--- src/rtl/rename_alloc_ctrl_pkg.sv ---
// rtl/rename_alloc_ctrl_pkg.sv - shared sizes and FSM state type for the rename allocation controller
package rename_alloc_ctrl_pkg;

    localparam int NUM_PREGS = 64;
    localparam int PTAG_W    = $clog2(NUM_PREGS);
    localparam int NUM_LREGS = 32;
    localparam int LREG_W    = 5;

    typedef enum logic {
        ST_RUN     = 1'b0,
        ST_RECOVER = 1'b1
    } state_e;

endpackage

--- src/rtl/rename_free_list.sv ---
// rtl/rename_free_list.sv - circular free list of physical tags with speculative and committed heads
module rename_free_list #(
    parameter int NUM_PREGS = rename_alloc_ctrl_pkg::NUM_PREGS,
    parameter int PTAG_W    = rename_alloc_ctrl_pkg::PTAG_W
) (
    input  logic              i_clk,
    input  logic              i_rst_n,
    input  logic              i_pop,
    input  logic              i_push,
    input  logic [PTAG_W-1:0] i_push_tag,
    input  logic              i_restore,
    output logic [PTAG_W-1:0] o_head_tag,
    output logic [PTAG_W:0]   o_free_count
);
    import rename_alloc_ctrl_pkg::*;

    // Tags 0..NUM_LREGS-1 start out owned by the identity mapping; the rest are free.
    localparam int              FREE_AT_RESET = NUM_PREGS - NUM_LREGS;
    localparam logic [PTAG_W:0] TAIL_RESET    = (PTAG_W+1)'(FREE_AT_RESET);
    localparam logic [PTAG_W:0] PTR_ONE       = (PTAG_W+1)'(1);

    logic [PTAG_W-1:0] r_slot [NUM_PREGS];
    logic [PTAG_W:0]   r_spec_head;
    logic [PTAG_W:0]   r_commit_head;
    logic [PTAG_W:0]   r_tail;
    logic [PTAG_W:0]   w_commit_head_nxt;
    logic [PTAG_W:0]   w_occupancy;

    // A commit both retires one allocated tag and returns one superseded tag, so
    // commit_head and tail move together.
    assign w_commit_head_nxt = i_push ? (r_commit_head + PTR_ONE) : r_commit_head;
    assign o_head_tag        = r_slot[r_spec_head[PTAG_W-1:0]];
    assign o_free_count      = r_tail - r_spec_head;
    assign w_occupancy       = r_tail - r_commit_head;

    // Slot storage: reset preloads the non-identity tags, commits append at tail.
    always_ff @(posedge i_clk or negedge i_rst_n) begin
        if (!i_rst_n) begin
            for (int i = 0; i < NUM_PREGS; i++) begin
                r_slot[i] <= (i < FREE_AT_RESET) ? PTAG_W'(i + NUM_LREGS) : '0;
            end
        end else if (i_push) begin
            r_slot[r_tail[PTAG_W-1:0]] <= i_push_tag;
        end
    end

    // Pointer update; a restore rewinds speculation to the post-commit head.
    always_ff @(posedge i_clk or negedge i_rst_n) begin
        if (!i_rst_n) begin
            r_spec_head   <= '0;
            r_commit_head <= '0;
            r_tail        <= TAIL_RESET;
        end else begin
            r_commit_head <= w_commit_head_nxt;
            if (i_push) begin
                r_tail <= r_tail + PTR_ONE;
            end
            if (i_restore) begin
                r_spec_head <= w_commit_head_nxt;
            end else if (i_pop) begin
                r_spec_head <= r_spec_head + PTR_ONE;
            end
        end
    end

    // More returned tags than the buffer can hold means the commit stream is corrupt.
    a_no_overflow: assert property (@(posedge i_clk) disable iff (!i_rst_n)
        int'(w_occupancy) <= NUM_PREGS);

endmodule

--- src/rtl/rename_alloc_ctrl.sv ---
// rtl/rename_alloc_ctrl.sv - rename tag allocation, committed map tracking and flush recovery walk
module rename_alloc_ctrl #(
    parameter int NUM_PREGS = rename_alloc_ctrl_pkg::NUM_PREGS,
    parameter int PTAG_W    = rename_alloc_ctrl_pkg::PTAG_W
) (
    input  logic                                    i_clk,
    input  logic                                    i_rst_n,
    input  logic                                    i_ren_valid,
    input  logic [rename_alloc_ctrl_pkg::LREG_W-1:0] i_ren_rd,
    output logic                                    o_ren_ready,
    output logic [PTAG_W-1:0]                       o_ren_new_preg,
    output logic [PTAG_W-1:0]                       o_ren_old_preg,
    output logic [rename_alloc_ctrl_pkg::LREG_W-1:0] o_map_raddr,
    input  logic [PTAG_W-1:0]                       i_map_rdata,
    output logic                                    o_map_we,
    output logic [rename_alloc_ctrl_pkg::LREG_W-1:0] o_map_waddr,
    output logic [PTAG_W-1:0]                       o_map_wdata,
    input  logic                                    i_cmt_valid,
    input  logic [rename_alloc_ctrl_pkg::LREG_W-1:0] i_cmt_rd,
    input  logic [PTAG_W-1:0]                       i_cmt_new_preg,
    input  logic [PTAG_W-1:0]                       i_cmt_old_preg,
    output logic                                    o_cmt_ready,
    input  logic                                    i_flush,
    output logic                                    o_recovering,
    output logic [PTAG_W:0]                         o_free_count
);
    import rename_alloc_ctrl_pkg::*;

    localparam logic [LREG_W-1:0] LAST_INDEX = LREG_W'(NUM_LREGS - 1);
    localparam logic [LREG_W-1:0] INDEX_ONE  = LREG_W'(1);

    state_e            r_state;
    state_e            w_state_nxt;
    logic [LREG_W-1:0] r_index;
    logic [PTAG_W-1:0] r_cmap [NUM_LREGS];
    logic              w_pop;
    logic              w_commit;
    logic [PTAG_W-1:0] w_head_tag;
    logic [PTAG_W:0]   w_free_count;

    // Writes to logical register 0 are architecturally dropped, so they never touch state.
    assign w_commit       = i_cmt_valid & o_cmt_ready & (i_cmt_rd != '0);
    assign o_map_raddr    = i_ren_rd;
    assign o_ren_old_preg = i_map_rdata;
    assign o_free_count   = w_free_count;

    rename_free_list #(
        .NUM_PREGS (NUM_PREGS),
        .PTAG_W    (PTAG_W)
    ) u_free_list (
        .i_clk        (i_clk),
        .i_rst_n      (i_rst_n),
        .i_pop        (w_pop),
        .i_push       (w_commit),
        .i_push_tag   (i_cmt_old_preg),
        .i_restore    (i_flush),
        .o_head_tag   (w_head_tag),
        .o_free_count (w_free_count)
    );

    // Committed architectural map, identity out of reset.
    always_ff @(posedge i_clk or negedge i_rst_n) begin
        if (!i_rst_n) begin
            for (int i = 0; i < NUM_LREGS; i++) begin
                r_cmap[i] <= PTAG_W'(i);
            end
        end else if (w_commit) begin
            r_cmap[i_cmt_rd] <= i_cmt_new_preg;
        end
    end

    // State register and walk index; any flush restarts the walk from entry 0.
    always_ff @(posedge i_clk or negedge i_rst_n) begin
        if (!i_rst_n) begin
            r_state <= ST_RUN;
            r_index <= '0;
        end else begin
            r_state <= w_state_nxt;
            if (i_flush) begin
                r_index <= '0;
            end else if (r_state == ST_RECOVER) begin
                r_index <= r_index + INDEX_ONE;
            end
        end
    end

    // Next state and handshake/map-port outputs; flush outranks a rename in RUN.
    always_comb begin
        w_state_nxt    = r_state;
        o_ren_ready    = 1'b0;
        o_ren_new_preg = '0;
        o_cmt_ready    = 1'b0;
        o_recovering   = 1'b0;
        o_map_we       = 1'b0;
        o_map_waddr    = '0;
        o_map_wdata    = '0;
        w_pop          = 1'b0;
        case (r_state)
            ST_RUN: begin
                o_cmt_ready = 1'b1;
                if (i_flush) begin
                    w_state_nxt = ST_RECOVER;
                end else begin
                    o_ren_ready = (w_free_count != '0) | (i_ren_rd == '0);
                    if (i_ren_valid & o_ren_ready & (i_ren_rd != '0)) begin
                        w_pop          = 1'b1;
                        o_ren_new_preg = w_head_tag;
                        o_map_we       = 1'b1;
                        o_map_waddr    = i_ren_rd;
                        o_map_wdata    = w_head_tag;
                    end
                end
            end
            ST_RECOVER: begin
                o_recovering = 1'b1;
                o_map_we     = 1'b1;
                o_map_waddr  = r_index;
                o_map_wdata  = r_cmap[r_index];
                if (!i_flush && (r_index == LAST_INDEX)) begin
                    w_state_nxt = ST_RUN;
                end
            end
            default: begin
                w_state_nxt = ST_RUN;
            end
        endcase
    end

endmodule
--- config.mk ---
export PLATFORM = sky130hd
export DESIGN_NAME = rename_alloc_ctrl
export DESIGN_NICKNAME = d
export VERILOG_FILES = /design/src/rtl/rename_alloc_ctrl_pkg.sv /design/src/rtl/rename_free_list.sv /design/src/rtl/rename_alloc_ctrl.sv
export SDC_FILE = /design/constraint.sdc
export NUM_CORES = 1
export LEC_CHECK = 0
export ABC_AREA = 0
export CORE_ASPECT_RATIO = 1.5
export CORE_MARGIN = 8
export CORE_UTILIZATION = 45
export DETAILED_ROUTE_END_ITERATION = 10
export GPL_TIMING_DRIVEN = 0
export HOLD_SLACK_MARGIN = 0.06
export PLACE_DENSITY = 0.64
export SLEW_MARGIN = 15
export SYNTH_ARGS = -nofsm -noshare
export SYNTH_HDL_FRONTEND = slang
export SYNTH_SLANG_ARGS = --single-unit
--- constraint.sdc ---
create_clock -name i_clk -period 6.1 [get_ports i_clk]
set_clock_uncertainty 0.05 [all_clocks]
set_input_delay 1.83 -clock i_clk [delete_from_list [all_inputs] [get_ports i_clk]]
set_output_delay 1.83 -clock i_clk [all_outputs]
set_load 0.005 [all_outputs]
==> results of run 1 <==
[flip-flops by register name (all words and copies together) (netlist names)]
signal                     cells
r_cmap                       192
r_index                        5
r_state                        1
u_free_list.r_commit_head      7
u_free_list.r_slot           384
u_free_list.r_spec_head        7
u_free_list.r_tail             7
[final timing paths]
path | start | end | slack [ns] | cells after the start
setup reg to reg | u_free_list.r_spec_head[3] | u_free_list.r_spec_head[6] | 2.84 | 13
min in group asynchronous | i_rst_n | u_free_list.r_slot[345] | 1.06 | 1
max in group asynchronous | i_rst_n | r_cmap[175] | 2.73 | 5
hold / removal | r_cmap[190] | r_cmap[190] | 0.41 | 1
hold reg to reg | r_cmap[190] | r_cmap[190] | 0.41 | 1
setup / recovery | i_ren_rd[0] | o_ren_ready | -0.01 | 7
[report_power, final]
part / total [mW] / switching (mW) / leakage [nW] / internal (mW)
combinational: 0.407 / 0.292 / 5.88 / 0.115
sequential: 4.02 / 0.00542 / 7.70 / 4.02
clock: 3.73 / 1.60 / 0.977 / 2.13
total: 8.16 / 1.90 / 14.6 / 6.26
[through the flow]
step | hold slack (ns) | std cells
floorplan | 0.3746 | 1869
global placement | 0.3976 | 2725
detailed placement | 0.3987 | 2734
CTS | 0.4128 | 2853
global route | 0.4242 | 2855
finish | 0.4062 | 2855
[metal layers]
metal / wire length (µm) / global-route usage
met3: 4121 / 0.03354
met5: 0 / 0
met2: 43960 / 0.4255
met4: 5541 / 0.1367
met1: 30710 / 0.2659
[cell type report]
type                            instances  share of cell area
Clock inverter                         23            0.007423
Timing Repair Buffer                   79             0.02664
Buffer                                138             0.02111
Inverter                               12            0.001431
Multi-Input combinational cell       1113              0.3852
Tap cell                              798             0.03085
Clock buffer                           89             0.05347
Sequential cell                       603              0.4738
[Yosys cell counts (9+ instances only)]
cell	n
a21oi_1	13
a22o_1	10
a22oi_1	13
buf_1	13
buf_2	12
buf_4	16
clkbuf_1	92
dfrtp_1	410
dfstp_2	193
ha_1	11
inv_1	9
mux2_2	571
mux2i_1	26
mux4_2	152
nand2_1	106
nand3_1	9
nor2_1	47
nor3_1	9
o21ai_0	15
o22ai_1	10
xnor2_1	17
[what timing repair did]
item / 4_1_cts / 5_1_grt
hold endpoints to repair: 0 / 0
hold buffers: 0 / 0
resized for setup: 55 / 11
cloned: 0 / 0
pin swaps: 9 / 5
setup buffers: 9 / 3
setup endpoints to repair: 19 / 17
[kinds of logic after synthesis]
logic type | after synthesis | synth area share
adders and majority gates | 12 | 0.005563
buffers and inverters | 153 | 0.02481
and+or+nand+nor | 227 | 0.03859
AOI/OAI and AO/OA | 101 | 0.02583
DFF | 603 | 0.5409
muxes | 749 | 0.3568
xor gates and xnor gates | 24 | 0.007417
[critical path: stages]
cell and delay [ns]:
dlygate4sd2_1 0.26, or4_4 0.58, nor2_4 0.28, nor4b_4 0.12
and2_4 0.21, nor3_1 0.34, clkdlybuf4s50_1 0.60
==> flow_summary.json, run 1 <==
{
  "status": "finished with violations",
  "violations": "setup timing",
  "worst_slack_ns": -0.01170,
  "postRouteAntennaNets": 0,
  "setup.worst_path.start_class": "input port",
  "clk_latency_ns": 0.64,
  "grt_start_max_net_pins": 110,
  "final_util": 0.5201,
  "setup_tns_ns": -0.01170,
  "areaGrowthSynthToFinish_pct": 14.19,
  "leakage_nw": 14.56,
  "nets": 2051,
  "synth_cells": 1869,
  "endpoint_kind": "output port",
  "gr-usage-all-layers": 0.2359,
  "place_congestion": 0.9908,
  "slew_headroom": 0.2642,
  "htree_levels": 2,
  "syn_nets": 1914,
  "initial_core_util": 0.4555,
  "stdcell_area_um2": 32360,
  "drv_slew": 0,
  "synth_edf_count": 0,
  "layout_common_cells": "mux2_2 (571), dfrtp_1 (407), dfstp_2 (193)",
  "dieArea_um2": 71430,
  "clk_path_buf_depth": 3,
  "grt_pass1_vias": 18560,
  "synthTopCellsByArea": "dfrtp_1 (36%), mux2_2 (23%), dfstp_2 (18%)",
  "drc": 0,
  "rows": 112,
  "io_pins": 72,
  "die_h_um": 323.4,
  "first_iter_violations": 1344,
  "coreArea_um2": 62220,
  "arrival_ns": 4.23,
  "cts_num_sinks": 603,
  "avgSynthCellArea_um2": 15.16,
  "place_area_um2": 30160,
  "syn_area_um2": 28340,
  "synth_flop_cell": "dfrtp_1",
  "grt_antenna_before_repair": 0,
  "grt_pass1_wl_um": 124900,
  "die_x_um": 220.9,
  "hp-class": "flop to flop",
  "wl_um": 84330,
  "max_freq_mhz": 163.6,
  "post_drt_via_cell_ratio": 6.056,
  "n_antenna_cell": 0,
  "period_minus_slack_ns": 6.112,
  "port_buffers": 58,
  "dp.final_hpwl_um": 60810,
  "drv_cap": 0,
  "cts_tree": "done",
  "first_pass_iters": 5,
  "numCtsBuffers": 59,
  "crit_required_ns": 4.22,
  "wl_per_cell_um": 29.54,
  "cts_root_buf": "clkbuf_16",
  "peakVddDrop_mv": 0.2353,
  "ys_ff_latch": 603,
  "hold_viol_final": 0,
  "yosys_warnings": 0,
  "p_per_area_nw_per_um2": 252.1,
  "num-fill-cells": 5276,
  "critPathKind": "input port to output port",
  "drive_gt1_frac": 0.5382,
  "layout_worst_path_cycle_share": 1.002,
  "rsz0062_at_grt": "yes",
  "synthArstFlopShare": 1.000,
  "seq_area_frac_synth": 0.5409,
  "synth.distinct_cells": 64,
  "num_vias": 17290,
  "tightest_slew_ns": 1.099,
  "cp_max_fo": 4,
  "gr-total-overflow": 0,
  "setup_violations": 1,
  "clk_pin_slew_worst_paths_ns": 0.06,
  "yosysTopAreaCell": "dfrtp_1",
  "synth_top_cell_area_share": 0.3620,
  "final_common_cell": "mux2_2",
  "power_mw": 8.158,
  "seq_area_um2": 15330,
  "multi_input_area_um2": 12470,
  "place_ws_ns": -1.097
}
(Power assumes the default switching activity.)
==> inputs of run 2 (changes only) <==
- CORE_ASPECT_RATIO: 1.5 -> not set
==> run 2 against run 1 <==
  * The run still ends with setup timing left
  * Worst hold slack better by 0.0072 ns
  * Sequential share of layout area shrank 0.39 points
  * Clock power grew 7.5%
  * Die area fell by 0.23%
  * Critical path depth up 4
  * Via count is 0.24% higher
  * Critical path type is now flop to output port
  * Largest cell class unchanged
==> flow_summary.json, run 2 (synthesis gave the netlist of run 1 again) <==
{
  "grt_pass1_wl_um": 119200,
  "place_congestion": 0.8898,
  "clkPwrFrac": 0.476,
  "cts_num_sinks": 603,
  "grt_pass1_vias": 18100,
  "rsz0062_at_grt": "no",
  "period_minus_slack_ns": 6.103,
  "drc": 0,
  "htree_levels": 3,
  "swShare": 0.2288,
  "endpoint": "o_map_wdata[3]",
  "port_buffers": 58,
  "largest_reg_flops": 384,
  "wl_um": 78810,
  "setup_violations": 1,
  "layout_common_cells": "mux2_2 (571), dfrtp_1 (406), dfstp_2 (193)",
  "initial_core_util": 0.4526,
  "hp-class": "flop to flop",
  "post_drt_via_cell_ratio": 5.941,
  "coreArea_um2": 62620,
  "drv_cap": 0,
  "grt_antenna_before_repair": 3,
  "clk_path_buf_depth": 3,
  "die_h_um": 267.0,
  "arrival_ns": 4.22,
  "worst_slack_ns": -0.003081,
  "drv_slew": 0,
  "gr-total-overflow": 0,
  "top_register": "u_free_list.r_slot",
  "slew_headroom": 0.1182,
  "p_seq_frac": 0.477,
  "cp_max_fo": 10,
  "cts_tree": "done",
  "r2r-start": "r_state",
  "violations": "setup timing",
  "num-fill-cells": 5201,
  "num_vias": 17330,
  "r2r_end": "u_free_list.r_slot[121]",
  "dp.final_hpwl_um": 55550,
  "tightest_slew_ns": 1.318,
  "postRouteAntennaNets": 0,
  "comb_power_share": 0.047,
  "internal-power_mw": 6.500,
  "die_x_um": 267.0,
  "rows": 92,
  "crit_start": "u_free_list.r_spec_head[1]",
  "endpoint_kind": "output port",
  "ff2ff_setup_slack_ns": 2.82,
  "first_iter_violations": 1467,
  "layout_worst_path_cycle_share": 1.001,
  "nets": 2062,
  "crit_required_ns": 4.22,
  "cts_root_buf": "clkbuf_16",
  "dieArea_um2": 71270,
  "setup.worst_path.start_class": "flop",
  "clk_latency_ns": 0.61,
  "max_freq_mhz": 163.9,
  "setup_tns_ns": -0.003081,
  "gr-usage-all-layers": 0.2235,
  "clk_pin_slew_worst_paths_ns": 0.05,
  "p_per_area_nw_per_um2": 258.3,
  "top_regs": "u_free_list.r_slot x384, r_cmap x192",
  "peakVddDrop_mv": 0.1342,
  "first_pass_iters": 5,
  "leakage_nw": 14.63,
  "power_mw": 8.429,
  "io_pins": 72,
  "wl_per_cell_um": 27.02,
  "cts_hold_buf": 0,
  "status": "finished with violations",
  "grt_start_max_net_pins": 107,
  "drive_gt1_frac": 0.5372,
  "final_common_cell": "mux2_2",
  "numCtsBuffers": 68,
  "critPathKind": "flop to output port",
  "rr_worst_depth": 4,
  "areaGrowthSynthToFinish_pct": 15.14,
  "hold_viol_final": 0,
  "switching_power_mw": 1.928
}
==> run 2: power by group through the flow <==
stage	Clock (mW)	Sequential, mW	Combinational (mW)
after global routing	4.25	4.02	0.429
after floorplan	0	4.09	0.163
after global placement	0	4.09	0.371
after detailed placement	0	4.09	0.395
final	4.01	4.02	0.396
after CTS	4.09	4.02	0.399
==> run 2: worst min-delay path by stage <==
| stage | from | end | slack, ns | cells after the start |
|---|---|---|---|---|
| finish | r_cmap[186] | r_cmap[186] | 0.41 | 1 |
| global route | r_cmap[187] | r_cmap[187] | 0.43 | 1 |
| CTS | r_cmap[189] | r_cmap[189] | 0.42 | 1 |
| detailed placement | r_cmap[188] | r_cmap[188] | 0.40 | 1 |
| global placement | r_cmap[191] | r_cmap[191] | 0.39 | 1 |
| floorplan | r_cmap[186] | r_cmap[186] | 0.37 | 1 |
==> run 2: area by class of cell <==
cell class	instances	area, µm²	share of cell area
flip-flops and latches	603	15340	0.4700
inverters	12	50.05	0.001534
clock buffers	104	1979	0.06066
well taps	846	1059	0.03244
plain buffers	138	681.9	0.02090
clock inverters	17	187.7	0.005752
repair buffers	81	889.6	0.02726
diodes	3	7.507	0.0002301
multi-input cells	1113	12440	0.3813
==> run 2: per-layer routing <==
layer	wire length [µm]	track usage	share of wire	up-vias
met5	13	0	0.00016	-
met4	2315	0.07822	0.029	2
met3	6099	0.05840	0.077	141
met2	35120	0.3241	0.45	583
met1	35270	0.3231	0.45	9337
li1	-	-	-	7268
==> run 2: repair_timing <==
item,CTS,global route
endpoints found under the hold margin,0,0
setup buffers,12,4
pin swaps,8,5
endpoints found under the setup margin,19,11
gates resized for setup,54,12
==> run 2: critical path: stages (launching register included) <==
cell           delay, ns
dfrtp_2             0.48
buf_2               0.27
buf_2               0.29
nor2_1              0.85
a22oi_1             0.22
o2111ai_1           0.27
o22ai_1             0.20
o31a_1              0.35
buf_6               0.14
buf_4               0.13
o21bai_1            0.14
dlygate4sd2_1       0.27
==> run 2: stage by stage <==
stage / instance area (µm²) / utilization / hold slack (ns) / setup slack [ns] / cells
finish: 32630 / 0.5211 / 0.4135 / -0.003081 / 2917
floorplan: 28340 / - / 0.3746 / 0.8992 / 1869
global placement: 29980 / 0.4788 / 0.3941 / -22.29 / 2773
global route: 32620 / 0.5210 / 0.4258 / 0.003086 / 2914
detailed placement: 30180 / 0.4820 / 0.4022 / -1.302 / 2780
CTS: 32560 / 0.5199 / 0.4194 / 0.0009273 / 2910
==> inputs of run 3 (changes only) <==
- clock period: 6.1 -> 7.9 ns (I/O delays scaled with it)
==> run 3 against run 2 <==
  * The run now ends clean
  * Combinational power shrank 24%
  * Die area unchanged
  * Total power fell by 23%
  * Non-clock buffer count decreased by 9
  * Worst hold slack is essentially flat
  * Final cell count decreased by 0.34%
  * Sequential share of layout area increased by 0.25 points
  * Routed wire length shrank 0.35%
  * Sequential power shrank 23%
  * Count of clock-buffer cells in the layout unchanged
  * Worst setup slack better by 0.21 ns
==> flow_summary.json, run 3 (synthesis gave the netlist of run 1 again) <==
{
  "port_buffers": 58,
  "postRouteAntennaNets": 0,
  "layout_common_cells": "mux2_2 (571), dfrtp_1 (410), dfstp_2 (193)",
  "die_h_um": 267.0,
  "layout_worst_path_cycle_share": 0.9739,
  "arrival_ns": 5.27,
  "top_register": "u_free_list.r_slot",
  "cts_root_buf": "clkbuf_16",
  "leakage_nw": 14.47,
  "clk_path_buf_depth": 3,
  "internal-power_mw": 5.018,
  "nets": 2053,
  "wl_per_cell_um": 27.02,
  "p_seq_frac": 0.478,
  "drc": 0,
  "status": "finished, final reports clean",
  "dieArea_um2": 71270,
  "post_drt_via_cell_ratio": 5.921,
  "rows": 92,
  "cp_max_fo": 10,
  "comb_power_share": 0.046,
  "power_mw": 6.495,
  "p_per_area_nw_per_um2": 200.2,
  "gr-usage-all-layers": 0.2230,
  "cts_tree": "done",
  "gr-total-overflow": 0,
  "holdWs_ns": 0.4136,
  "setup.worst_path.start_class": "input port",
  "largest_reg_flops": 384,
  "num-fill-cells": 5196,
  "htree_levels": 3,
  "critPathKind": "input port to output port",
  "hold_viol_final": 0,
  "rsz0062_at_grt": "no",
  "areaGrowthSynthToFinish_pct": 14.48,
  "setup_violations": 0,
  "grt_antenna_before_repair": 3,
  "wl_um": 78540,
  "first_pass_iters": 6,
  "clk_latency_ns": 0.60,
  "numCtsBuffers": 68,
  "coreArea_um2": 62620,
  "initial_core_util": 0.4526,
  "dp.final_hpwl_um": 55550,
  "place_area_um2": 30180,
  "grt_start_max_net_pins": 107,
  "drv_cap": 0,
  "clkPwrFrac": 0.475,
  "drv_slew": 0,
  "top_regs": "u_free_list.r_slot x384, r_cmap x192",
  "multi_input_area_um2": 12380,
  "first_iter_violations": 1474,
  "place_congestion": 0.8898,
  "io_pins": 72,
  "clk_pin_slew_worst_paths_ns": 0.06,
  "drive_gt1_frac": 0.5236,
  "period_minus_slack_ns": 7.694,
  "cts_num_sinks": 603,
  "hp-class": "flop to flop",
  "grt_pass1_vias": 18040,
  "swShare": 0.2274,
  "tightest_slew_ns": 1.340,
  "slew_headroom": 0.1030,
  "max_freq_mhz": 130.0,
  "stdcell_area_um2": 32440,
  "grt_pass1_wl_um": 118900,
  "final_common_cell": "mux2_2",
  "switching_power_mw": 1.477,
  "seq_area_um2": 15330,
  "num_vias": 17210,
  "crit_required_ns": 5.48,
  "cts_hold_buf": 0,
  "endpoint_kind": "output port",
  "peakVddDrop_mv": 0.1031,
  "die_x_um": 267.0
}
## run 3: changes by cell type in the layout (fill, tap and decap cells not counted), moves of 2 or more
cell and delta:
buf_2 +3, dfrtp_1 +4, dlygate4sd2_1 -11, clkbuf_2 -3, clkbuf_4 -2, dfrtp_2 -4, nor2_1 +3, clkdlybuf4s50_1 +13
buf_6 -6, nor2_2 -2, buf_4 -8, clkbuf_1 +7
## run 3: final timing paths
check	start	endpoint	slack [ns]	cells after the start
max in group asynchronous	i_rst_n	u_free_list.r_slot[133]	3.99	5
worst max-delay path	i_ren_rd[0]	o_map_wdata[2]	0.21	9
worst min register to register	r_cmap[186]	r_cmap[186]	0.41	1
worst max register to register	u_free_list.r_spec_head[4]	u_free_list.r_spec_head[1]	3.92	11
min in group asynchronous	i_rst_n	r_cmap[163]	1.69	1
worst min-delay path	r_cmap[186]	r_cmap[186]	0.41	1
## run 3: what timing repair did
item / 4_1_cts / 5_1_grt
buffers inserted: 4 / 0
setup endpoints to repair: 16 / 2
pin swaps: 0 / 0
resized for setup: 9 / 2
hold endpoints to repair: 0 / 0
## run 3: worst max-delay path: stages
cell and delay [ns]:
clkdlybuf4s50_1 0.45, or4_4 0.63, nor2_1 0.15, nor4b_2 0.11, a21oi_2 0.27, buf_6 0.24, o31a_1 0.24, o21bai_1 0.21
clkdlybuf4s50_1 0.59
## run 3: power by group through the flow
stage / Sequential, mW / Clock, mW / Combinational [mW]
after floorplan: 3.16 / 0 / 0.126
after global placement: 3.16 / 0 / 0.287
after detailed placement: 3.16 / 0 / 0.305
after CTS: 3.11 / 3.16 / 0.306
after global routing: 3.10 / 3.28 / 0.328
final: 3.11 / 3.09 / 0.302
## run 3: cell type report
type / count / share of cell area
multi-input combinational: 1113 / 0.3816
inverter: 12 / 0.001388
sequential: 603 / 0.4725
buffer: 141 / 0.02048
clock buffer: 104 / 0.06101
timing repair buffer: 69 / 0.02449
clock inverter: 17 / 0.005785
antenna: 2 / 0.0001543
tap: 846 / 0.03263
## run 3: stage by stage
stage / util / std cells / worst slack [ns] / TNS [ns]
after global routing: 0.5180 / 2905 / 0.1166 / 0
after CTS: 0.5178 / 2905 / 0.03355 / 0
final: 0.5181 / 2907 / 0.2060 / 0
after detailed placement: 0.4820 / 2780 / -0.5823 / -4.431
after floorplan: - / 1869 / 1.619 / 0
after global placement: 0.4788 / 2773 / -21.03 / -
## run 3: routing by layer
| metal | part of all wire | vias up | routed length, µm | GRT usage |
|---|---|---|---|---|
| met3 | 0.081 | 139 | 6329 | 0.06070 |
| met5 | 0.00017 | - | 13 | 0 |
| met1 | 0.44 | 9215 | 34910 | 0.3212 |
| met2 | 0.44 | 604 | 34890 | 0.3221 |
| li1 | - | 7253 | - | - |
| met4 | 0.030 | 2 | 2392 | 0.07955 |
